--- config.mk ---
export PLATFORM = sky130hd
export DESIGN_NAME = am2940_dma_sequencer_flat
export DESIGN_NICKNAME = d
export VERILOG_FILES = /design/src/rtl/am2940_dma_if.sv /design/src/rtl/am2940_dma_sequencer.sv /design/src/flat_wrapper.sv
export SDC_FILE = /design/constraint.sdc
export NUM_CORES = 1
export LEC_CHECK = 0
export ABC_AREA = 1
export BUFFER_PORTS_ARGS = -buffer_cell sky130_fd_sc_hd__clkbuf_2
export CORE_ASPECT_RATIO = 1.1
export CORE_UTILIZATION = 50
export DETAILED_ROUTE_END_ITERATION = 12
export PLACE_DENSITY = 0.79
export SYNTH_ARGS = -nofsm -noshare
export SYNTH_HDL_FRONTEND = slang
export SYNTH_SLANG_ARGS = --single-unit
--- constraint.sdc ---
create_clock -name clk -period 1.99 [get_ports clk]
set_clock_uncertainty 0.1 [all_clocks]
set_input_delay 0.398 -clock clk [delete_from_list [all_inputs] [get_ports clk]]
set_output_delay 0.398 -clock clk [all_outputs]
set_load 0.02 [all_outputs]
--- src/rtl/am2940_dma_if.sv ---
// Bus-side and Am2940-side signals of the DMA sequencer, grouped as one bundle.
// The slave modport is the sequencer's view; the master modport is the environment's view.
interface am2940_dma_if #(
    parameter int WIDTH = 8
);
    // Handshake: xfer_req stays high until xfer_ack is sampled high on a rising
    // edge; that edge moves one word, and xfer_ack is ignored whenever xfer_req is low.
    logic             start;
    logic             abort;
    logic [WIDTH-1:0] cfg_ctrl;
    logic [WIDTH-1:0] cfg_addr;
    logic [WIDTH-1:0] cfg_count;
    logic [2:0]       instr;
    logic [WIDTH-1:0] dma_data;
    logic             acineg;
    logic             wcineg;
    logic             am_done;
    logic             xfer_req;
    logic             xfer_ack;
    logic             busy;
    logic [WIDTH-1:0] xfer_cnt;
    logic             finished;
    logic             err;

    modport slave (
        input  start, abort, cfg_ctrl, cfg_addr, cfg_count, am_done, xfer_ack,
        output instr, dma_data, acineg, wcineg, xfer_req, busy, xfer_cnt, finished, err
    );

    modport master (
        output start, abort, cfg_ctrl, cfg_addr, cfg_count, am_done, xfer_ack,
        input  instr, dma_data, acineg, wcineg, xfer_req, busy, xfer_cnt, finished, err
    );
endinterface

--- src/rtl/am2940_dma_sequencer.sv ---
// Programs an Am2940 (control, address, word count) and then paces its counters,
// one count per acknowledged memory word, until the Am2940 reports DONE.
module am2940_dma_sequencer #(
    parameter int WIDTH   = 8,
    parameter int TIMEOUT = 16
) (
    input  logic                clk,
    input  logic                rst,
    am2940_dma_if.slave         bus,
    output logic [2:0]          dbg_state
);
    localparam logic [2:0] I_WR_CTRL = 3'b000;
    localparam logic [2:0] I_RD_CTRL = 3'b001;
    localparam logic [2:0] I_LD_ADDR = 3'b101;
    localparam logic [2:0] I_LD_WC   = 3'b110;
    localparam logic [2:0] I_ENABLE  = 3'b111;
    localparam int         TW        = $clog2(TIMEOUT + 1);

    typedef enum logic [2:0] {
        IDLE    = 3'd0,
        WR_CTRL = 3'd1,
        LD_ADDR = 3'd2,
        LD_WC   = 3'd3,
        XFER    = 3'd4,
        FIN     = 3'd5
    } state_t;

    state_t           state;
    logic [WIDTH-1:0] addr_q;
    logic [WIDTH-1:0] count_q;
    logic             counting;
    logic [TW-1:0]    to_cnt;

    assign dbg_state = state;

    always_ff @(posedge clk) begin
        if (rst) begin
            state        <= IDLE;
            addr_q       <= '0;
            count_q      <= '0;
            counting     <= 1'b0;
            to_cnt       <= '0;
            bus.instr    <= I_RD_CTRL;
            bus.dma_data <= '0;
            bus.acineg   <= 1'b1;
            bus.wcineg   <= 1'b1;
            bus.xfer_req <= 1'b0;
            bus.busy     <= 1'b0;
            bus.xfer_cnt <= '0;
            bus.finished <= 1'b0;
            bus.err      <= 1'b0;
        end else if (bus.abort && state != IDLE) begin
            // Abort wins over a same-cycle ack, so no count pulse is issued.
            state        <= IDLE;
            counting     <= 1'b0;
            to_cnt       <= '0;
            bus.instr    <= I_RD_CTRL;
            bus.acineg   <= 1'b1;
            bus.wcineg   <= 1'b1;
            bus.xfer_req <= 1'b0;
            bus.busy     <= 1'b0;
            bus.finished <= 1'b0;
            bus.err      <= 1'b1;
        end else begin
            bus.finished <= 1'b0;
            case (state)
                IDLE: begin
                    if (bus.start) begin
                        addr_q       <= bus.cfg_addr;
                        count_q      <= bus.cfg_count;
                        bus.err      <= 1'b0;
                        bus.xfer_cnt <= '0;
                        bus.busy     <= 1'b1;
                        bus.instr    <= I_WR_CTRL;
                        bus.dma_data <= bus.cfg_ctrl;
                        state        <= WR_CTRL;
                    end
                end
                WR_CTRL: begin
                    bus.instr    <= I_LD_ADDR;
                    bus.dma_data <= addr_q;
                    state        <= LD_ADDR;
                end
                LD_ADDR: begin
                    bus.instr    <= I_LD_WC;
                    bus.dma_data <= count_q;
                    state        <= LD_WC;
                end
                LD_WC: begin
                    bus.instr    <= I_ENABLE;
                    bus.xfer_req <= 1'b1;
                    counting     <= 1'b0;
                    to_cnt       <= '0;
                    state        <= XFER;
                end
                XFER: begin
                    if (counting) begin
                        // Count cycle: DONE only terminates when it coincides with a count.
                        counting     <= 1'b0;
                        bus.acineg   <= 1'b1;
                        bus.wcineg   <= 1'b1;
                        to_cnt       <= '0;
                        if (bus.am_done) begin
                            bus.instr    <= I_RD_CTRL;
                            bus.finished <= 1'b1;
                            state        <= FIN;
                        end else begin
                            bus.xfer_req <= 1'b1;
                        end
                    end else if (bus.xfer_ack) begin
                        counting     <= 1'b1;
                        bus.acineg   <= 1'b0;
                        bus.wcineg   <= 1'b0;
                        bus.xfer_req <= 1'b0;
                        bus.xfer_cnt <= bus.xfer_cnt + WIDTH'(1);
                        to_cnt       <= '0;
                    end else if (to_cnt == TW'(TIMEOUT - 1)) begin
                        to_cnt       <= '0;
                        bus.instr    <= I_RD_CTRL;
                        bus.xfer_req <= 1'b0;
                        bus.busy     <= 1'b0;
                        bus.err      <= 1'b1;
                        state        <= IDLE;
                    end else begin
                        to_cnt <= to_cnt + TW'(1);
                    end
                end
                FIN: begin
                    bus.busy <= 1'b0;
                    state    <= IDLE;
                end
                default: begin
                    bus.instr    <= I_RD_CTRL;
                    bus.acineg   <= 1'b1;
                    bus.wcineg   <= 1'b1;
                    bus.xfer_req <= 1'b0;
                    bus.busy     <= 1'b0;
                    state        <= IDLE;
                end
            endcase
        end
    end
endmodule

--- src/flat_wrapper.sv ---
// flat-port wrapper written by rule: the top's interface ports become plain ports
module am2940_dma_sequencer_flat 
#(
    parameter int WIDTH   = 8,
    parameter int TIMEOUT = 16
)
  (clk, rst, dbg_state, bus_start, bus_abort, bus_cfg_ctrl, bus_cfg_addr, bus_cfg_count, bus_am_done, bus_xfer_ack, bus_instr, bus_dma_data, bus_acineg, bus_wcineg, bus_xfer_req, bus_busy, bus_xfer_cnt, bus_finished, bus_err);
  am2940_dma_if #(.WIDTH(WIDTH)) bus_i ();
  input  logic clk;
  input  logic rst;
  output logic [2:0] dbg_state;
  input wire logic [$bits(bus_i.start)-1:0] bus_start;
  input wire logic [$bits(bus_i.abort)-1:0] bus_abort;
  input wire logic [$bits(bus_i.cfg_ctrl)-1:0] bus_cfg_ctrl;
  input wire logic [$bits(bus_i.cfg_addr)-1:0] bus_cfg_addr;
  input wire logic [$bits(bus_i.cfg_count)-1:0] bus_cfg_count;
  input wire logic [$bits(bus_i.am_done)-1:0] bus_am_done;
  input wire logic [$bits(bus_i.xfer_ack)-1:0] bus_xfer_ack;
  output wire logic [$bits(bus_i.instr)-1:0] bus_instr;
  output wire logic [$bits(bus_i.dma_data)-1:0] bus_dma_data;
  output wire logic [$bits(bus_i.acineg)-1:0] bus_acineg;
  output wire logic [$bits(bus_i.wcineg)-1:0] bus_wcineg;
  output wire logic [$bits(bus_i.xfer_req)-1:0] bus_xfer_req;
  output wire logic [$bits(bus_i.busy)-1:0] bus_busy;
  output wire logic [$bits(bus_i.xfer_cnt)-1:0] bus_xfer_cnt;
  output wire logic [$bits(bus_i.finished)-1:0] bus_finished;
  output wire logic [$bits(bus_i.err)-1:0] bus_err;
  assign bus_i.start = bus_start;
  assign bus_i.abort = bus_abort;
  assign bus_i.cfg_ctrl = bus_cfg_ctrl;
  assign bus_i.cfg_addr = bus_cfg_addr;
  assign bus_i.cfg_count = bus_cfg_count;
  assign bus_i.am_done = bus_am_done;
  assign bus_i.xfer_ack = bus_xfer_ack;
  assign bus_instr = bus_i.instr;
  assign bus_dma_data = bus_i.dma_data;
  assign bus_acineg = bus_i.acineg;
  assign bus_wcineg = bus_i.wcineg;
  assign bus_xfer_req = bus_i.xfer_req;
  assign bus_busy = bus_i.busy;
  assign bus_xfer_cnt = bus_i.xfer_cnt;
  assign bus_finished = bus_i.finished;
  assign bus_err = bus_i.err;
  am2940_dma_sequencer #(.WIDTH(WIDTH), .TIMEOUT(TIMEOUT)) u_core (.clk(clk), .rst(rst), .bus(bus_i), .dbg_state(dbg_state));
endmodule
# ---- Word level (Yosys, flattened, before mapping)
# Cells that the tools add are included.
dict set report totals {
  ramBits 0
  mem_bits_ro 0
  in_bits 30
  latch_bits 0
  n_memories 0
  output_inout_bits 28
  ff_bits 49
}
dict set report classes {
  n_addsub 2
  order_cmp 0
  n_bitwise 7
  eq_ne 21
  shift 0
  n_mux 44
  n_reduce_logical 21
  div 0
  multipliers 0
}
# operator count
set ops {}
lappend ops {{8-bit 2-to-1 mux} 4}
lappend ops {{3-bit 2-to-1 mux} 10}
lappend ops {{8-bit case mux with 3 select lines} 1}
lappend ops {{5-bit AND reduction} 4}
lappend ops {{3-bit case mux with 6 select lines} 1}
lappend ops {{1-bit 2-to-1 mux} 17}
lappend ops {{8-bit case mux with 2 select lines} 1}
lappend ops {{5-bit 2-to-1 mux} 3}
lappend ops {{3-bit case mux with 5 select lines} 1}
lappend ops {{3-bit by 2-bit != test with 1-bit output (second input constant)} 4}
lappend ops {{5-bit case mux with 2 select lines} 1}
lappend ops {{3-bit != test (second input constant)} 3}
lappend ops {{3-bit AND reduction} 3}
lappend ops {{3-bit nonzero test} 3}
lappend ops {{8-bit by 1-bit adder with 8-bit output (second input constant)} 1}
lappend ops {{2-bit != test (second input constant)} 4}
lappend ops {{4-bit OR reduction} 2}
lappend ops {{1-bit inverter} 7}
lappend ops {{3-bit by 2-bit == test with 1-bit output (second input constant)} 2}
lappend ops {{3-bit == test (second input constant)} 2}
lappend ops {{3-bit by 1-bit != test with 1-bit output (second input constant)} 2}
lappend ops {{1-bit case mux with 2 select lines} 3}
lappend ops {{1-bit case mux with 3 select lines} 2}
lappend ops {{5-bit by 1-bit adder with 5-bit output (second input constant)} 1}
lappend ops {{12 further kinds} 13}

# ---- Longest topological paths before layout
# Gate-level depths: netlist of the first run.
dict set report depth {
  ltp_word 6
  ltp_mapped 10
  mapped_depth_nobuf 10
}

# ---- Worst setup path after synthesis of the first run
# Ideal clock, no wire load.
dict set report synth_timing {
  path_kind {register to register}
  startpoint {register u_core.state[2], in the netlist u_core.dbg_state[2]}
  endpoint {register u_core.bus.dma_data[1]}
  path_stages_with_launch 8
  setup_ns 0.118
  n_path_buf 0
  synth_period_minus_slack_ns 1.673
  setup_slack_ns 0.317
  arrival_time_ns 1.455
  cell_sequence {dfxtp_1 -> nor2_1 -> nand2_1 -> nand2_4 -> o21ai_4 -> inv_2 -> o21ai_0 -> nor2_1}
}
dict set report synth_via {
  elab_chain_len 4
}
# item line_no
set synth_rtl {}
lappend synth_rtl {{start, declared} am2940_dma_sequencer.sv:28} ;# state_t state;
lappend synth_rtl {{start signal, assigned} am2940_dma_sequencer.sv:38} ;# state <= IDLE;
lappend synth_rtl {{start signal, assigned} am2940_dma_sequencer.sv:54} ;# state <= IDLE;
lappend synth_rtl {{start signal, assigned} am2940_dma_sequencer.sv:76} ;# state <= WR_CTRL;
lappend synth_rtl {{branches (longest 4 deep; another with 3-bit by 1-bit == test with 1-bit output)} n/a}
lappend synth_rtl {{end signal, assigned} am2940_dma_sequencer.sv:75} ;# bus.dma_data <= bus.cfg_ctrl;
lappend synth_rtl {{end signal, assigned} am2940_dma_sequencer.sv:81} ;# bus.dma_data <= addr_q;
lappend synth_rtl {{end signal, assigned} am2940_dma_sequencer.sv:86} ;# bus.dma_data <= count_q;
lappend synth_rtl {{end, declared} am2940_dma_if.sv:27} ;# output instr, dma_data, acineg, wcineg, xfer_req, busy, xfer_cnt, finished, err
# Several ways; the timed one is not identified.
# A chain may end at the register's enable or synchronous reset.

# ---- Worst setup path after layout of the first run
dict set report layout_timing {
  startpoint {register u_core.state[2], in the netlist u_core.dbg_state[2]}
  endpoint {register u_core.bus.dma_data[3]}
}
# Same word-level chain as after synthesis.

==> impl_metrics.toml, run 1 <==
[power]
intPower_mw = 2.17
sw_frac_of_total = 0.427
power_frac_comb = 0.441
power_density_nw_per_um2 = 1410
seqPwrFrac = 0.366
p_total_mw = 3.79
p_leak_nw = 1.26
ir_drop_mv = 0.634
clockPowerShare = 0.193
p_switching_mw = 1.61

[final_layout]
mostFrequentLayoutCells = "clkbuf_2, nand2_1, dfxtp_1"
design_area_um2 = 2690
drive_above_1_share = 0.219
antennaDiodeCount = 0
mostFrequentLayoutCell = "clkbuf_2"
fillers = 419
final_util = 0.627
final_cells = 433
fin_nets = 410
syn_to_final_growth_pct = 21.1

[routing]
wl_per_cell_um = 11.7
drtPass1Iterations = 4
remaining_drc_errors = 0
initialDrtViolationCount = 126
vias = 2205
vias_per_cell = 5.09
wirelength_um = 5070
ant_nets = 0

[synthesis]
ys_seq_area_frac = 0.442
ys_async_sr_fraction = 0
synth_area_leaders = "dfxtp_1, nand2_1, a21oi_1"
synth_seq_cells = 49
yosys_warnings = 0
synth_largest_area_cell = "dfxtp_1"
syn-num-nets = 349
ys_types = 27
syn_avg_cell_area_um2 = 7.00
synthCells = 317
syn_area_um2 = 2220
synth_top_area_share = 0.442
synth-edff-count = 0
synth_flop_cell = "dfxtp_1"

[worst_setup_path]
end_kind = "register"
critPathLaunchType = "register"
r2r_setup_slack_ns = 0.18
required_ns = 2.08
critPathKind = "reg2reg"
worstPathArrival_ns = 1.90
path_max_fanout = 10

[place]
gp_congestion = 0.925
io_buffers = 57
place_area_um2 = 2570
dp_cells = 425
dp_hpwl_um = 3850

[clocking]
cts_max_level = 2
cts_resized = 0
tritoncts = "yes"
clock_latency_ns = 0.30
cts_setup_buffers = 0
cts_hold_buf = 0
clockRootBuffer = "clkbuf_8"
cts-buffers-inserted = 5
clk_pin_slew_ns = 0.09
clock_sinks = 49
cts_buffer_depth = 2

[global_route]
gr-total-overflow = 0
grt_pass1_wl_um = 8520
grt_usage = 0.235
antenna_found_initial = 0
grt_pass1_vias = 2006
grt_max_degree = 30

[timing]
setup_viol = 0
post-route-period-util = 0.909
worst_pin_slew_ns = 0.333
maxSlewHeadroom = 0.775
min_period_ns = 1.81
fmax_ghz = 0.553
rsz0062_at_grt = "no"
hold_violations = 0
slew_viol_final = 0
tns_ns = 0

[floorplan]
die-height_um = 71.9
die_area_um2 = 4710
start_util = 0.518
core-area_um2 = 4290
ioPinCount = 58
rows = 25
die_w_um = 65.5

[flow_run]
maxCapViolations = 0

[hold_path]
hp-class = "in2reg"

[run_status]
outcome = "completed"
## layout make-up
cell class,instances,area [um2],share of cell area
Multi-Input combinational cell,216,1040,0.385
Inverter,45,169,0.0628
Clock buffer,6,82.6,0.0307
Tap cell,54,67.6,0.0251
Clock inverter,2,37.5,0.0140
Timing Repair Buffer,61,315,0.117
Sequential cell,49,981,0.365
## power by group through the flow
| stage | combinational, mW | clock [mW] | sequential, mW |
|---|---|---|---|
| after floorplan | 1.07 | 0 | 1.55 |
| after global placement | 1.64 | 0 | 1.39 |
| after detailed placement | 1.66 | 0 | 1.40 |
| after CTS | 1.67 | 0.744 | 1.38 |
| after global routing | 1.88 | 0.798 | 1.42 |
| final | 1.67 | 0.732 | 1.38 |
## cell families after synthesis
group	Yosys count	synth area share
AO/OA/AOI/OAI	70	0.171
XOR/XNOR	2	0.00789
adder cells (fa/ha/maj)	2	0.0113
buffers and inverters	52	0.0913
flip-flops	49	0.442
AND/OR/NAND/NOR	142	0.276
## registers in the layout, summed over array words and instances (netlist names), 3 cells and up
signal	count
u_core.to_cnt	5
u_core.bus.dma_data	8
u_core.count_q	8
u_core.bus.instr	3
u_core.addr_q	8
u_core.bus.xfer_cnt	8
u_core.dbg_state	3
## final timing paths
| path | startpoint | depth (start not counted) | to |
|---|---|---|---|
| max | u_core.dbg_state[2]$_SDFFE_PP0P_ | 7 | u_core.bus.dma_data[3]$_SDFFE_PP0P_ |
| min | bus_am_done | 3 | u_core.bus.finished$_SDFF_PP0_ |
| max reg2reg | u_core.dbg_state[2]$_SDFFE_PP0P_ | 7 | u_core.bus.dma_data[3]$_SDFFE_PP0P_ |
| min reg2reg | u_core.to_cnt[4]$_SDFFE_PP0P_ | 2 | u_core.to_cnt[4]$_SDFFE_PP0P_ |
## worst max-delay path, cell delays in order, from the launching register on
cell     delay (ns)
dfxtp_1        0.50
inv_2          0.16
nand2_2        0.21
nand2_4        0.12
o21ai_4        0.26
inv_2          0.12
o21ai_0        0.16
nor2_1         0.06
## per-layer routing
metal,up-vias,track usage,share of wire
li1,1154,-,-
met1,975,0.278,0.45
met2,66,0.404,0.49
met3,10,0.0605,0.044
met4,0,0.0894,0.015
met5,-,0,0
## synthesized netlist by cell type, types with 2 or more instances
master and n:
a21oi_1 33, buf_2 3, clkbuf_1 3, dfxtp_1 49
ha_1 2, inv_1 40, inv_2 5, nand2_1 56
nand2_2 3, nand3_1 20, nand4_1 4, nor2_1 44
nor3_1 9, o211ai_1 3, o21ai_0 26, o22ai_1 5
or2_2 2
## through the flow
step	hold WS, ns	setup slack (ns)
6_report	0.253	0.182
5_1_grt	0.243	0.0353
4_1_cts	0.248	0.196
3_5_place_dp	0.338	0.227
3_3_place_gp	0.337	0.223
2_1_floorplan	0.324	0.317
No activity file was read; power rests on OpenSTA's default activity.
==> run 2, diff against run 1 <==
--- a/config.mk
+++ b/config.mk
@@ -8,6 +8,7 @@
 export ABC_AREA = 1
 export BUFFER_PORTS_ARGS = -buffer_cell sky130_fd_sc_hd__clkbuf_2
 export CORE_ASPECT_RATIO = 1.1
+export CORE_MARGIN = 4
 export CORE_UTILIZATION = 50
 export DETAILED_ROUTE_END_ITERATION = 12
 export PLACE_DENSITY = 0.79
==> constraint.sdc (replaced) <==
create_clock -name clk -period 2.1 [get_ports clk]
set_clock_uncertainty 0.1 [all_clocks]
set_input_delay 0.42 -clock clk [delete_from_list [all_inputs] [get_ports clk]]
set_output_delay 0.42 -clock clk [all_outputs]
set_load 0.02 [all_outputs]
==> run 2 against run 1 <==
Sequential power is 5% lower; die area rose by 18%; total power down 9.9%; clock-buffer cell count stayed put; combinational power decreased by 7%; critical path depth unchanged; global-route usage decreased by 4.5 points; routed wire length grew 1.3%; highest routed layer unchanged.
==> impl_metrics.toml, run 2 (same netlist as run 1, synthesis figures left out) <==
[run_status]
outcome = "completed"

[worst_setup_path]
reg2reg_from = "u_core.dbg_state[2]$_SDFFE_PP0P_"
r2r_setup_slack_ns = 0.32
path_max_fanout = 9
critPathLaunchType = "register"
reg2reg_depth = 7
critPathKind = "reg2reg"
timing.rr.end = "u_core.bus.dma_data[5]$_SDFFE_PP0P_"
worstPathArrival_ns = 1.88
end_kind = "register"
required_ns = 2.20

[place]
gp_congestion = 0.855
io_buffers = 57
dp_hpwl_um = 4030

[final_layout]
syn_to_final_growth_pct = 18.8
mostFrequentLayoutCells = "clkbuf_2, nand2_1, dfxtp_1"
fin_nets = 408
register_area_um2 = 981
final_util = 0.615
mostFrequentLayoutCell = "clkbuf_2"
multi_input_area_um2 = 1040
drive_above_1_share = 0.212
fillers = 423
antennaDiodeCount = 0

[timing]
maxSlewHeadroom = 0.788
min_period_ns = 1.78
tns_ns = 0
setup_viol = 0
hold_violations = 0
fmax_ghz = 0.561
slew_viol_final = 0
post-route-period-util = 0.848
worst_pin_slew_ns = 0.315
rsz0062_at_grt = "no"

[floorplan]
core-area_um2 = 4290
rows = 25
die-height_um = 77.9
ioPinCount = 58
die_w_um = 71.5
start_util = 0.518
die_area_um2 = 5570

[power]
p_leak_nw = 1.24
clockPowerShare = 0.158
intPower_mw = 1.88
power_density_nw_per_um2 = 1290
p_switching_mw = 1.53
seqPwrFrac = 0.384
power_frac_comb = 0.459
ir_drop_mv = 0.587
sw_frac_of_total = 0.448

[clocking]
clockRootBuffer = "clkbuf_8"
cts_hold_buf = 0
clock_latency_ns = 0.30
clock_sinks = 49
cts_buffer_depth = 2
tritoncts = "yes"
cts_setup_buffers = 0
cts_resized = 0
cts_max_level = 2
cts-buffers-inserted = 5
clk_pin_slew_ns = 0.09

[routing]
ant_nets = 0
vias = 2180
wl_per_cell_um = 11.9
vias_per_cell = 5.06
drtPass1Iterations = 4
wirelength_um = 5140
initialDrtViolationCount = 96
remaining_drc_errors = 0

[flow_run]
maxCapViolations = 0

[global_route]
grt_pass1_vias = 1962
grt_usage = 0.190
grt_max_degree = 30
grt_pass1_wl_um = 8540
gr-total-overflow = 0
antenna_found_initial = 0

[hold_path]
hold_start = "bus_cfg_count[2]"
hp-class = "in2reg"
hold_path_depth = 3
worstHoldEndpoint = "u_core.count_q[2]$_SDFFE_PP0P_"
-- run 2: cell types whose count changed in the layout (fill, tap and decap cells not counted) --
cell	change
buf_4	-2
bufinv_16	-1
clkbuf_1	+1
clkbuf_8	-1
clkinv_2	+2
clkinvlp_4	-1
-- run 2: how the worst max path moves through the flow --
stage / startpoint / end / depth (start not counted)
6_report: u_core.dbg_state[2]$_SDFFE_PP0P_ / u_core.bus.dma_data[5]$_SDFFE_PP0P_ / 7
5_1_grt: u_core.dbg_state[2]$_SDFFE_PP0P_ / u_core.bus.dma_data[5]$_SDFFE_PP0P_ / 7
4_1_cts: u_core.dbg_state[2]$_SDFFE_PP0P_ / u_core.bus.dma_data[5]$_SDFFE_PP0P_ / 7
3_5_place_dp: u_core.dbg_state[2]$_SDFFE_PP0P_ / u_core.bus.dma_data[5]$_SDFFE_PP0P_ / 7
3_3_place_gp: u_core.dbg_state[2]$_SDFFE_PP0P_ / u_core.bus.dma_data[6]$_SDFFE_PP0P_ / 7
2_1_floorplan: u_core.dbg_state[2]$_SDFFE_PP0P_ / u_core.bus.dma_data[1]$_SDFFE_PP0P_ / 7
-- run 2: worst max-delay path, cell delays in order, from the launching register on --
cell and delay, ns:
dfxtp_1 0.46, nor2_1 0.12, nand2_1 0.25, nand2_4 0.13, o21ai_4 0.26, inv_2 0.12
o21ai_0 0.17, nor2_1 0.07
-- run 2: metrics by stage --
step           setup WS, ns  area (um2)  hold WS (ns)  power (mW)  std cells
3_5_place_dp          0.335        2550         0.346        2.90        423
5_1_grt               0.150        2640         0.268        3.69        431
2_1_floorplan         0.427        2220         0.324        2.48        317
6_report              0.318        2640         0.271        3.41        431
3_3_place_gp          0.395        2550         0.335        2.86        423
4_1_cts               0.320        2640         0.263        3.44        431
-- run 2: routing by layer --
metal | vias up | wire (um) | track usage
met4 | 0 | 169 | 0.0959
met5 | - | 0 | 0
met3 | 19 | 335 | 0.0466
met1 | 948 | 2100 | 0.230
li1 | 1147 | - | -
met2 | 66 | 2530 | 0.310
-- run 2: power groups by stage --
stage / Sequential [mW] / Clock [mW] / Combinational (mW)
after CTS: 1.31 / 0.551 / 1.58
after global placement: 1.32 / 0 / 1.54
final: 1.31 / 0.538 / 1.56
after global routing: 1.34 / 0.598 / 1.76
after detailed placement: 1.33 / 0 / 1.57
after floorplan: 1.47 / 0 / 1.01
-- run 2: layout make-up --
cell class | instances | share of cell area
multi-input cells | 216 | 0.393
well taps | 54 | 0.0256
inverters | 45 | 0.0641
repair buffers | 59 | 0.114
clock buffers | 6 | 0.0275
clock inverters | 2 | 0.00380
flip-flops and latches | 49 | 0.372
